===== src/rtl/face_pkg.sv =====
// Shared types and defaults for the face bounding-box pipeline: image geometry,
// FSM encoding and the min/max/count accumulator record.
package face_pkg;

    localparam int IMG_WIDTH  = 256;
    localparam int IMG_HEIGHT = 256;
    localparam int DEPTH      = 8;
    localparam int COORD_W    = 8;
    localparam int COUNT_W    = 17;
    localparam int MIN_PIXELS = 64;

    typedef logic [COORD_W-1:0] coord_t;
    typedef logic [COUNT_W-1:0] count_t;

    typedef enum logic [1:0] {
        ST_IDLE   = 2'd0,
        ST_ACCUM  = 2'd1,
        ST_FINISH = 2'd2
    } state_e;

    typedef struct packed {
        coord_t xmin;
        coord_t xmax;
        coord_t ymin;
        coord_t ymax;
        count_t count;
    } bbox_acc_t;

    // Start-of-frame value: min fields at all-ones so the first face pixel always wins.
    localparam bbox_acc_t ACC_INIT = '{xmin: '1, xmax: '0, ymin: '1, ymax: '0, count: '0};

    function automatic bbox_acc_t acc_update(bbox_acc_t acc, coord_t x, coord_t y);
        bbox_acc_t r;
        r       = acc;
        r.xmin  = (x < acc.xmin) ? x : acc.xmin;
        r.xmax  = (x > acc.xmax) ? x : acc.xmax;
        r.ymin  = (y < acc.ymin) ? y : acc.ymin;
        r.ymax  = (y > acc.ymax) ? y : acc.ymax;
        r.count = acc.count + 1'b1;
        return r;
    endfunction

endpackage


===== src/rtl/raster_pos_counter.sv =====
// Raster x/y position tracker: reports the coordinate of the pixel presented this
// cycle (sof forces 0,0), flags the last pixel of the frame and advances on en_i.
module raster_pos_counter
    import face_pkg::*;
#(
    parameter int WIDTH  = IMG_WIDTH,
    parameter int HEIGHT = IMG_HEIGHT
) (
    input  logic   clk,
    input  logic   rst_n,
    input  logic   en_i,
    input  logic   sof_i,
    output coord_t x_o,
    output coord_t y_o,
    output logic   last_o
);

    coord_t x_q, x_d;
    coord_t y_q, y_d;

    // NOTE: every always_comb output gets a default first so no latch is inferred.
    always_comb begin
        x_o    = sof_i ? '0 : x_q;
        y_o    = sof_i ? '0 : y_q;
        last_o = (x_o == COORD_W'(WIDTH - 1)) && (y_o == COORD_W'(HEIGHT - 1));
        x_d    = x_q;
        y_d    = y_q;
        if (en_i) begin
            if (x_o == COORD_W'(WIDTH - 1)) begin
                x_d = '0;
                y_d = last_o ? '0 : y_o + 1'b1;
            end else begin
                x_d = x_o + 1'b1;
                y_d = y_o;
            end
        end
    end

    // NOTE: state registers use non-blocking assignments; reset is sampled on the clock edge.
    always_ff @(posedge clk) begin
        if (!rst_n) begin
            x_q <= '0;
            y_q <= '0;
        end else begin
            x_q <= x_d;
            y_q <= y_d;
        end
    end

endmodule


===== src/rtl/face_bbox_extract.sv =====
// Per-frame face bounding box, pixel count and face_found decision computed from a
// raster-order skin-mask stream and the face_reader centroid.
module face_bbox_extract #(
    parameter int IMG_WIDTH  = face_pkg::IMG_WIDTH,
    parameter int IMG_HEIGHT = face_pkg::IMG_HEIGHT,
    parameter int DEPTH      = face_pkg::DEPTH,
    parameter int MIN_PIXELS = face_pkg::MIN_PIXELS
) (
    input  logic                        clk,
    input  logic                        rst_n,
    input  logic [DEPTH-1:0]            mask_in,
    input  logic                        mask_valid,
    input  logic                        mask_sof,
    input  logic [face_pkg::COORD_W-1:0] centroid_x,
    input  logic [face_pkg::COORD_W-1:0] centroid_y,
    input  logic                        centroid_valid,
    output logic [face_pkg::COORD_W-1:0] bbox_xmin,
    output logic [face_pkg::COORD_W-1:0] bbox_xmax,
    output logic [face_pkg::COORD_W-1:0] bbox_ymin,
    output logic [face_pkg::COORD_W-1:0] bbox_ymax,
    output logic [face_pkg::COUNT_W-1:0] pix_count,
    output logic                        face_found,
    output logic                        result_valid,
    output logic                        busy
);
    import face_pkg::*;

    if (IMG_WIDTH > 256 || IMG_HEIGHT > 256) begin : g_size_check
        $error("face_bbox_extract: image dimensions exceed 8-bit coordinates");
    end

    state_e    state_q, state_d;
    bbox_acc_t acc_q, acc_d, acc_base;
    bbox_acc_t res_q;
    logic      found_q, found_d;
    logic      result_valid_q;
    logic      accept, start, last_pix, face_pix;
    coord_t    cur_x, cur_y;

    // A sof pixel is taken in IDLE or ACCUM; in ACCUM it abandons the frame in flight.
    assign accept   = mask_valid && ((state_q == ST_ACCUM) || (state_q == ST_IDLE && mask_sof));
    assign start    = accept && mask_sof;
    assign face_pix = |mask_in;

    raster_pos_counter #(
        .WIDTH  (IMG_WIDTH),
        .HEIGHT (IMG_HEIGHT)
    ) u_pos (
        .clk    (clk),
        .rst_n  (rst_n),
        .en_i   (accept),
        .sof_i  (start),
        .x_o    (cur_x),
        .y_o    (cur_y),
        .last_o (last_pix)
    );

    always_comb begin
        acc_base = start ? ACC_INIT : acc_q;
        acc_d    = acc_q;
        if (accept) begin
            acc_d = face_pix ? acc_update(acc_base, cur_x, cur_y) : acc_base;
        end
    end

    assign found_d = (acc_q.count >= COUNT_W'(MIN_PIXELS)) && centroid_valid
                  && (acc_q.xmin <= centroid_x) && (centroid_x <= acc_q.xmax)
                  && (acc_q.ymin <= centroid_y) && (centroid_y <= acc_q.ymax);

    always_ff @(posedge clk) begin
        if (!rst_n) begin
            state_q <= ST_IDLE;
        end else begin
            state_q <= state_d;
        end
    end

    always_comb begin
        state_d = state_q;
        case (state_q)
            ST_IDLE:   if (accept) state_d = last_pix ? ST_FINISH : ST_ACCUM;
            ST_ACCUM:  if (accept && last_pix) state_d = ST_FINISH;
            ST_FINISH: state_d = ST_IDLE;
            default:   state_d = ST_IDLE;
        endcase
    end

    always_comb begin
        busy = (state_q != ST_IDLE);
    end

    // Accumulators are only a few registers, so they are cleared by reset like everything else.
    always_ff @(posedge clk) begin
        if (!rst_n) begin
            acc_q          <= ACC_INIT;
            res_q          <= '0;
            found_q        <= 1'b0;
            result_valid_q <= 1'b0;
        end else begin
            acc_q          <= acc_d;
            result_valid_q <= (state_q == ST_FINISH);
            if (state_q == ST_FINISH) begin
                res_q   <= (acc_q.count == '0) ? '0 : acc_q;
                found_q <= found_d;
            end
        end
    end

    assign bbox_xmin    = res_q.xmin;
    assign bbox_xmax    = res_q.xmax;
    assign bbox_ymin    = res_q.ymin;
    assign bbox_ymax    = res_q.ymax;
    assign pix_count    = res_q.count;
    assign face_found   = found_q;
    assign result_valid = result_valid_q;

endmodule


===== config.mk =====
export PLATFORM = sky130hd
export DESIGN_NAME = face_bbox_extract
export DESIGN_NICKNAME = d
export VERILOG_FILES = /design/src/rtl/face_pkg.sv /design/src/rtl/raster_pos_counter.sv /design/src/rtl/face_bbox_extract.sv
export SDC_FILE = /design/constraint.sdc
export NUM_CORES = 1
export LEC_CHECK = 0
export CAP_MARGIN = 20
export CORE_MARGIN = 5
export CORE_UTILIZATION = 45
export CTS_CLUSTER_DIAMETER = 200
export DETAILED_ROUTE_END_ITERATION = 8
export PLACE_DENSITY = 0.69
export SLEW_MARGIN = 20
export SYNTH_ARGS = -nofsm -noshare
export SYNTH_HDL_FRONTEND = slang
export SYNTH_HIERARCHICAL = 1
export SYNTH_SLANG_ARGS = --single-unit

===== constraint.sdc =====
create_clock -name clk -period 4.28 [get_ports clk]
set_clock_uncertainty 0.2 [all_clocks]
set_input_delay 1.07 -clock clk [delete_from_list [all_inputs] [get_ports clk]]
set_output_delay 1.07 -clock clk [all_outputs]
set_load 0.01 [all_outputs]

# --- Yosys cells after proc, flatten, opt, wreduce, memory -nomap -nowiden ---
# Index checks and enable logic that the tools add are counted.
totals:
  ff_bits: 118
  input_bits: 29
  output_inout_bits: 52
  elab_cells: 65
classes:
  n_addsub: 3
  n_lt_le_gt_ge: 9
  n_eq_ne: 6
  n_mux: 16
  reduce_logical: 16
op_table:
  columns: ["operator", "count"]
  rows:
  - ["49-bit 2-to-1 mux", 3]
  - ["8-bit 2-to-1 mux", 9]
  - ["8-bit less-or-equal comparator", 4]
  - ["17-bit by 1-bit adder with 17-bit output (second input constant)", 1]
  - ["17-bit by 7-bit greater-or-equal comparator with 1-bit output (second input constant)", 1]
  - ["17-bit logical NOT", 1]
  - ["8-bit by 1-bit adder with 8-bit output (second input constant)", 2]
  - ["8-bit equality test (second input constant)", 2]
  - ["8-bit > comparator", 2]
  - ["8-bit less-than comparator", 2]
  - ["1-bit logical AND", 10]
  - ["8-bit OR reduction", 1]
  - ["2-bit 2-to-1 mux", 3]
  - ["2-bit case mux with 2 select lines", 1]
  - ["2-bit by 1-bit equality test with 1-bit output (second input constant)", 1]
  - ["2-bit equality test (second input constant)", 1]
  - ["2-bit logical NOT", 1]
  - ["2-bit by 1-bit != test with 1-bit output (second input constant)", 1]
  - ["2-bit != test (second input constant)", 1]
  - ["2-bit AND reduction", 1]
  - ["2-bit nonzero test", 1]
  - ["1-bit logical OR", 1]

# --- Logic depth before layout (Yosys ltp) ---
# Gate-level depths: netlist of the first run.
depth:
  ltp_word: 11
  mapped_depth: 14
  mapped_depth_nobuf: 10

# --- Hierarchy ---
# The synthesis of the first run kept the hierarchy.
by_module_without_submodules:
  columns: ["mod", "instances", "cells_each", "area_per_inst_um2", "seq_area_each_um2"]
  rows:
  - ["face_bbox_extract", 1, 639, 5477.8, 2042.0]
  - ["raster_pos_counter", 1, 147, 1082.3, 320.3]

# --- Worst setup path after synthesis of the first run ---
# OpenSTA, ideal clock, no wires.
synth_timing:
  kind: "input-to-reg"
  startpoint: "input port mask_valid"
  endpoint: "register acc_q[26] (netlist bit)"
  setup_time_ns: 0.135
  t_arrival_ns: 4.081
  required_ns: 3.945
  slack_ns: -0.136
  cell_stages: 13
  n_path_buf: 5
  path_cell_list: "nand3b_4 inv_2 clkbuf_1 clkbuf_1 clkbuf_1 clkbuf_1 clkbuf_1 nor2b_1 ha_1 or3_1 a221oi_1 o2111a_1 a22oi_1"
synth_between:
  elab_chain_len: 6
  word_cells_on_any_way: 7
  cone_classes: "1 x order compare; 4 x mux; 2 x reduce/logical"
synth_lines:
  columns: ["item", "line", "text"]
  rows:
  - ["start, declared", "face_bbox_extract.sv:12", "input logic mask_valid,"]
  - ["1-bit logical AND *", "face_bbox_extract.sv:41", "assign accept = mask_valid && ((state_q == ST_ACCUM) || (state_q == ST_IDLE && mask_sof));"]
  - ["1-bit logical AND *", "face_bbox_extract.sv:42", "assign start = accept && mask_sof;"]
  - ["via start", "face_bbox_extract.sv:37", "logic accept, start, last_pix, face_pix;"]
  - ["8-bit 2-to-1 mux *", "raster_pos_counter.sv:24", "y_o = sof_i ? '0 : y_q;"]
  - ["via cur_y[1]", "face_bbox_extract.sv:38", "coord_t cur_x, cur_y;"]
  - ["8-bit less-than comparator", "face_pkg.sv:37", "r.ymin = (y < acc.ymin) ? y : acc.ymin;"]
  - ["8-bit 2-to-1 mux *", "face_pkg.sv:37", null]
  - ["49-bit 2-to-1 mux *", "face_bbox_extract.sv:62", "acc_d = face_pix ? acc_update(acc_base, cur_x, cur_y) : acc_base;"]
  - ["end signal, assigned", "face_bbox_extract.sv:95", "acc_q <= ACC_INIT;"]
  - ["end signal, assigned", "face_bbox_extract.sv:100", "acc_q <= acc_d;"]
  - ["end, declared", "face_bbox_extract.sv:33", "bbox_acc_t acc_q, acc_d, acc_base;"]
# The timed path passes the listed nets; every way through them passes the cells marked *.
# A chain may end at the register's enable or synchronous reset.

# --- Worst setup path after layout of the first run ---
layout_timing:
  startpoint: "input port mask_valid"
  endpoint: "register acc_q[21] (netlist bit)"
layout_between:
  elab_chain_len: 6
  word_cells_on_any_way: 7
  cone_classes: "1 x order compare; 4 x mux; 2 x reduce/logical"
layout_lines:
  columns: ["item", "line", "text"]
  rows:
  - ["1-bit logical AND *", "face_bbox_extract.sv:41", null]
  - ["1-bit logical AND *", "face_bbox_extract.sv:42", null]
  - ["8-bit 2-to-1 mux *", "raster_pos_counter.sv:24", null]
  - ["via cur_y[4]", "face_bbox_extract.sv:38", null]
  - ["8-bit > comparator", "face_pkg.sv:38", "r.ymax = (y > acc.ymax) ? y : acc.ymax;"]
  - ["8-bit 2-to-1 mux *", "face_pkg.sv:38", null]
  - ["49-bit 2-to-1 mux *", "face_bbox_extract.sv:62", null]
# Marked as above.

==> metrics.txt, run 1 <==
# TYPE chip_impl_metric gauge
chip_impl_metric{name="tritoncts_num_sinks",unit=""} 118
chip_impl_metric{name="grt_remaining_overflow",unit=""} 0
chip_impl_metric{name="via_per_inst",unit=""} 5.66
chip_impl_metric{name="rows",unit=""} 44
chip_impl_metric{name="totalNegativeSetupSlack",unit="ps"} 0
chip_impl_metric{name="setup-violations-final",unit=""} 0
chip_impl_metric{name="synth-seq-area-share",unit="%"} 36.0
chip_impl_metric{name="n_fill_cell",unit=""} 1308
chip_impl_metric{name="grt_first_pass_wirelength",unit="um"} 27600
chip_impl_metric{name="postSynthNetCount",unit=""} 880
chip_impl_metric{name="worstSkewPairLatency",unit="ps"} 410
chip_impl_metric{name="netlist_instances",unit=""} 786
chip_impl_info{name="synth_flop_cell",value="sky130_fd_sc_hd__dfxtp_1"} 1
chip_impl_info{name="worstSetupEndpoint",value="acc_q[21]$_SDFFE_PN0N_"} 1
chip_impl_metric{name="ys_ff_latch",unit=""} 118
chip_impl_metric{name="cts_made_buffers",unit=""} 17
chip_impl_metric{name="globalRouteTotalUtil",unit="%"} 20.4
chip_impl_metric{name="finalHoldViolations",unit=""} 0
chip_impl_metric{name="post-route-drc-count",unit=""} 0
chip_impl_metric{name="place_hpwl",unit="um"} 12500
chip_impl_info{name="regToRegStartpoint",value="state_q[1]$_SDFFE_PN0P_"} 1
chip_impl_metric{name="max-cap-violations",unit=""} 0
chip_impl_metric{name="ff2ff_path_depth",unit=""} 9
chip_impl_metric{name="power_density",unit="nW/um^2"} 352
chip_impl_metric{name="worst-slew-pin-transition",unit="ps"} 802
chip_impl_info{name="setup.worst_path.class",value="input port to register"} 1
chip_impl_metric{name="drt-wirelength-per-cell",unit="um"} 16.2
chip_impl_metric{name="fin_util",unit="%"} 57.5
chip_impl_metric{name="drt-pass1-iter-count",unit=""} 5
chip_impl_metric{name="fraction_of_the_cycle_the_final_worst_path_needs",unit="%"} 88.3
chip_impl_metric{name="detailroute.via_count",unit=""} 6048
chip_impl_metric{name="post_synth_xor_area_fraction",unit="%"} 1.74
chip_impl_metric{name="synth_warnings",unit=""} 6
chip_impl_info{name="status",value="completed"} 1
chip_impl_metric{name="grt_max_degree",unit=""} 52
chip_impl_metric{name="port-buffer-count",unit=""} 80
chip_impl_metric{name="synth-edff-count",unit=""} 0
chip_impl_info{name="hold_class",value="register to register"} 1
chip_impl_metric{name="critical_path_required",unit="ps"} 4430
chip_impl_metric{name="yosysUniqueCellTypes",unit=""} 67
chip_impl_metric{name="synth_mux_area_share",unit="%"} 1.68
chip_impl_metric{name="rrSetupSlack",unit="ps"} 1280
chip_impl_metric{name="async_reset_ff_share",unit="%"} 0
chip_impl_metric{name="fmaxAchievable",unit="GHz"} 0.265
chip_impl_metric{name="first_global_vias",unit=""} 5533
chip_impl_metric{name="synthesized_area_fraction_occupied_by_ao_oa_aoi_and_oai_cells",unit="%"} 20.0
chip_impl_metric{name="clockBufferDepth",unit=""} 2
chip_impl_metric{name="layout_min_cycle_time",unit="ps"} 3780
chip_impl_metric{name="synth.cell_area",unit="sq um"} 6560
chip_impl_info{name="cts_tree",value="done"} 1
chip_impl_info{name="critPathLaunchType",value="input port"} 1
chip_impl_metric{name="gp_routability_congestion",unit=""} 0.915
chip_impl_metric{name="finalNetCount",unit=""} 967
chip_impl_metric{name="vdd.ir_drop.worst",unit="uV"} 271
chip_impl_metric{name="chipWidth",unit="um"} 131
chip_impl_metric{name="die_height",unit="um"} 131
chip_impl_metric{name="cts.reportedPaths.clkPinSlew",unit="ps"} 50
chip_impl_metric{name="synthAdderAreaFrac",unit="%"} 12.4
chip_impl_info{name="critical_path.reg2reg.endpoint",value="acc_q[21]$_SDFFE_PN0N_"} 1
chip_impl_metric{name="htree_num_levels",unit=""} 4
chip_impl_metric{name="flow.area_growth_from_synthesis",unit="%"} 26.5
chip_impl_metric{name="finalMaxSlewViolations",unit=""} 0
chip_impl_metric{name="die_area",unit="sq um"} 17100
chip_impl_metric{name="report.power.total",unit="mW"} 2.92
chip_impl_metric{name="io-pin-count",unit=""} 81
chip_impl_metric{name="drt_iter0_drc",unit=""} 451
chip_impl_metric{name="start_util",unit="%"} 45.5
chip_impl_metric{name="route.antenna.remaining_nets",unit=""} 0
chip_impl_metric{name="static-leakage-power",unit="nW"} 3.31
chip_impl_info{name="worstSetupEndpointType",value="register"} 1
chip_impl_info{name="combinational_family_with_the_most_area_after_synthesis",value="simple AND/OR/NAND/NOR gates"} 1
chip_impl_metric{name="post_synth.cell_area_avg",unit="sq um"} 8.35
chip_impl_metric{name="antenna-diode-count",unit=""} 0
chip_impl_metric{name="worst_ep_arrival_time",unit="ps"} 3930
chip_impl_metric{name="critPathMaxFanout",unit=""} 18
chip_impl_metric{name="wl",unit="um"} 17400
chip_impl_metric{name="post_cts.repair.setup_buffers",unit=""} 0
chip_impl_metric{name="post_route_cells_drive_above_1_share",unit="%"} 8.59
chip_impl_metric{name="post_cts.resized_instances",unit=""} 0
chip_impl_info{name="startpoint",value="mask_valid"} 1
chip_impl_metric{name="core_region_area",unit="sq um"} 14400
chip_impl_metric{name="cts_hold_repair.buffers",unit=""} 0
chip_impl_metric{name="slew_headroom",unit="%"} 46.4
chip_impl_info{name="rsz0062_at_grt",value="no"} 1
chip_impl_metric{name="synth_simple_gate_area_share",unit="%"} 22.9
chip_impl_metric{name="antenna_found_initial",unit=""} 0
chip_impl_info{name="ctsRootBufferMaster",value="sky130_fd_sc_hd__clkbuf_16"} 1
[report_power, final]
group          switching [mW]  total [mW]  leakage [nW]  internal [mW]
clock network           0.490        1.56         0.316           1.07
logic                   0.129       0.226          2.04         0.0969
registers              0.0218        1.14         0.955           1.12
[cell usage after synthesis (4+ instances only)]
cell type                  number  share of area, %
sky130_fd_sc_hd__nor3_1        14               1.1
sky130_fd_sc_hd__nor2b_1       21               2.0
sky130_fd_sc_hd__o211ai_1       4              0.46
sky130_fd_sc_hd__or3_1          5              0.48
sky130_fd_sc_hd__nor2_1       110               6.3
sky130_fd_sc_hd__mux2i_1       11               1.7
sky130_fd_sc_hd__nand2b_1       6              0.57
sky130_fd_sc_hd__a31oi_1        9              0.86
sky130_fd_sc_hd__and2_1         6              0.57
sky130_fd_sc_hd__dfxtp_1      118                36
sky130_fd_sc_hd__ha_1          65                12
sky130_fd_sc_hd__a22oi_1       40               4.6
sky130_fd_sc_hd__inv_1         54               3.1
sky130_fd_sc_hd__nand2_1       80               4.6
sky130_fd_sc_hd__xor2_1         4              0.53
sky130_fd_sc_hd__nand3_1       16               1.2
sky130_fd_sc_hd__clkbuf_1      30               1.7
sky130_fd_sc_hd__a32o_1        17               2.6
sky130_fd_sc_hd__o21a_1         6              0.69
sky130_fd_sc_hd__xnor2_1        9               1.2
sky130_fd_sc_hd__nor4_1         5              0.48
sky130_fd_sc_hd__a21o_1        11               1.3
sky130_fd_sc_hd__o31ai_1        5              0.57
sky130_fd_sc_hd__o21ai_0       21               1.6
sky130_fd_sc_hd__nand4_1       16               1.5
sky130_fd_sc_hd__a21oi_1       44               3.4
[sequential cells by signal, indices dropped and copies added, names as in the netlist]
name and flops:
acc_q 49, pix_count 17, bbox_xmax 8, bbox_xmin 8, bbox_ymax 8, bbox_ymin 8, u_pos/x_q 8, u_pos/y_q 8
state_q 2, face_found 1, result_valid 1
[placed cells by master (no fill, tap or decap), types with 8 or more instances in the layout]
master	count
sky130_fd_sc_hd__dfxtp_1	118
sky130_fd_sc_hd__nor2_1	110
sky130_fd_sc_hd__nand2_1	80
sky130_fd_sc_hd__clkdlybuf4s50_1	80
sky130_fd_sc_hd__ha_1	65
sky130_fd_sc_hd__inv_1	53
sky130_fd_sc_hd__a21oi_1	44
sky130_fd_sc_hd__a22oi_1	40
sky130_fd_sc_hd__buf_4	23
sky130_fd_sc_hd__o21ai_0	21
sky130_fd_sc_hd__nor2b_1	20
sky130_fd_sc_hd__a32o_1	17
sky130_fd_sc_hd__clkbuf_16	17
sky130_fd_sc_hd__nand4_1	16
sky130_fd_sc_hd__nand3_1	16
sky130_fd_sc_hd__nor3_1	13
sky130_fd_sc_hd__a21o_1	11
sky130_fd_sc_hd__mux2i_1	11
sky130_fd_sc_hd__xnor2_1	9
sky130_fd_sc_hd__a31oi_1	8
[worst max-delay path, stage by stage]
cell and delay [ps]:
sky130_fd_sc_hd__clkdlybuf4s50_1 580, sky130_fd_sc_hd__nand3b_4 100, sky130_fd_sc_hd__inv_2 250, sky130_fd_sc_hd__nand2b_1 190, sky130_fd_sc_hd__inv_1 80, sky130_fd_sc_hd__buf_4 160, sky130_fd_sc_hd__ha_1 310, sky130_fd_sc_hd__nand3_1 110
sky130_fd_sc_hd__o21bai_1 110, sky130_fd_sc_hd__a31oi_1 150, sky130_fd_sc_hd__o311ai_2 620, sky130_fd_sc_hd__a32o_1 200
[worst min-delay path by stage]
stage                                     startpoint                         end  slack, ps  cells after the start
after detailed placement  pix_count[13]$_SDFFE_PN0P_  pix_count[13]$_SDFFE_PN0P_        250                      2
after CTS                 pix_count[14]$_SDFFE_PN0P_  pix_count[14]$_SDFFE_PN0P_        260                      2
after global placement    pix_count[15]$_SDFFE_PN0P_  pix_count[15]$_SDFFE_PN0P_        250                      2
after floorplan               acc_q[16]$_SDFFE_PN0N_  pix_count[16]$_SDFFE_PN0P_        250                      2
final                     pix_count[14]$_SDFFE_PN0P_  pix_count[14]$_SDFFE_PN0P_        250                      2
after global routing       pix_count[6]$_SDFFE_PN0P_   pix_count[6]$_SDFFE_PN0P_        270                      2
[metal layers]
metal | global-route usage [%] | vias to the layer above | wire length (um)
li1 | - | 2995 | -
met1 | 29.5 | 2861 | 8430
met2 | 30.5 | 178 | 7640
met3 | 4.88 | 14 | 1110
met4 | 5.44 | 0 | 174
met5 | 0 | - | 0
[area by class of cell]
cell class | count | area, sq um | share of cell area [%]
clock inverters | 9 | 173 | 2.08
inverters | 56 | 210 | 2.53
well taps | 184 | 230 | 2.77
flip-flops and latches | 118 | 2360 | 28.5
clock buffers | 22 | 474 | 5.71
multi-input cells | 577 | 3870 | 46.7
repair buffers | 103 | 973 | 11.7
[cells by family after synthesis]
| kind of cell | after synthesis |
|---|---|
| and+or+nand+nor | 306 |
| AOI/OAI and AO/OA | 182 |
| DFF | 118 |
| buffers and inverters | 91 |
| adders and majority gates | 65 |
| xor gates and xnor gates | 13 |
| muxes | 11 |
[metrics by stage]
step           area (sq um)  hold slack [ps]  std cells  worst slack, ps
5_1_grt                8300              266       1069              282
4_1_cts                8300              256       1069              549
6_report               8300              254       1069              500
3_5_place_dp           7650              248       1038              135
3_3_place_gp           7640              246       1038              186
2_1_floorplan          6560              245        786             57.2
Note: power is estimated with default switching activity, not from simulation.
==> inputs of run 2 (changes only) <==
--- a/config.mk
+++ b/config.mk
@@ -5,6 +5,7 @@
 export SDC_FILE = /design/constraint.sdc
 export NUM_CORES = 1
 export LEC_CHECK = 0
+export ABC_CLOCK_PERIOD_IN_PS = 4280
 export CAP_MARGIN = 20
 export CORE_MARGIN = 5
 export CORE_UTILIZATION = 45
==> results of run 2 <==
The final DEF is identical to that of run 1; final timing and power are the same.
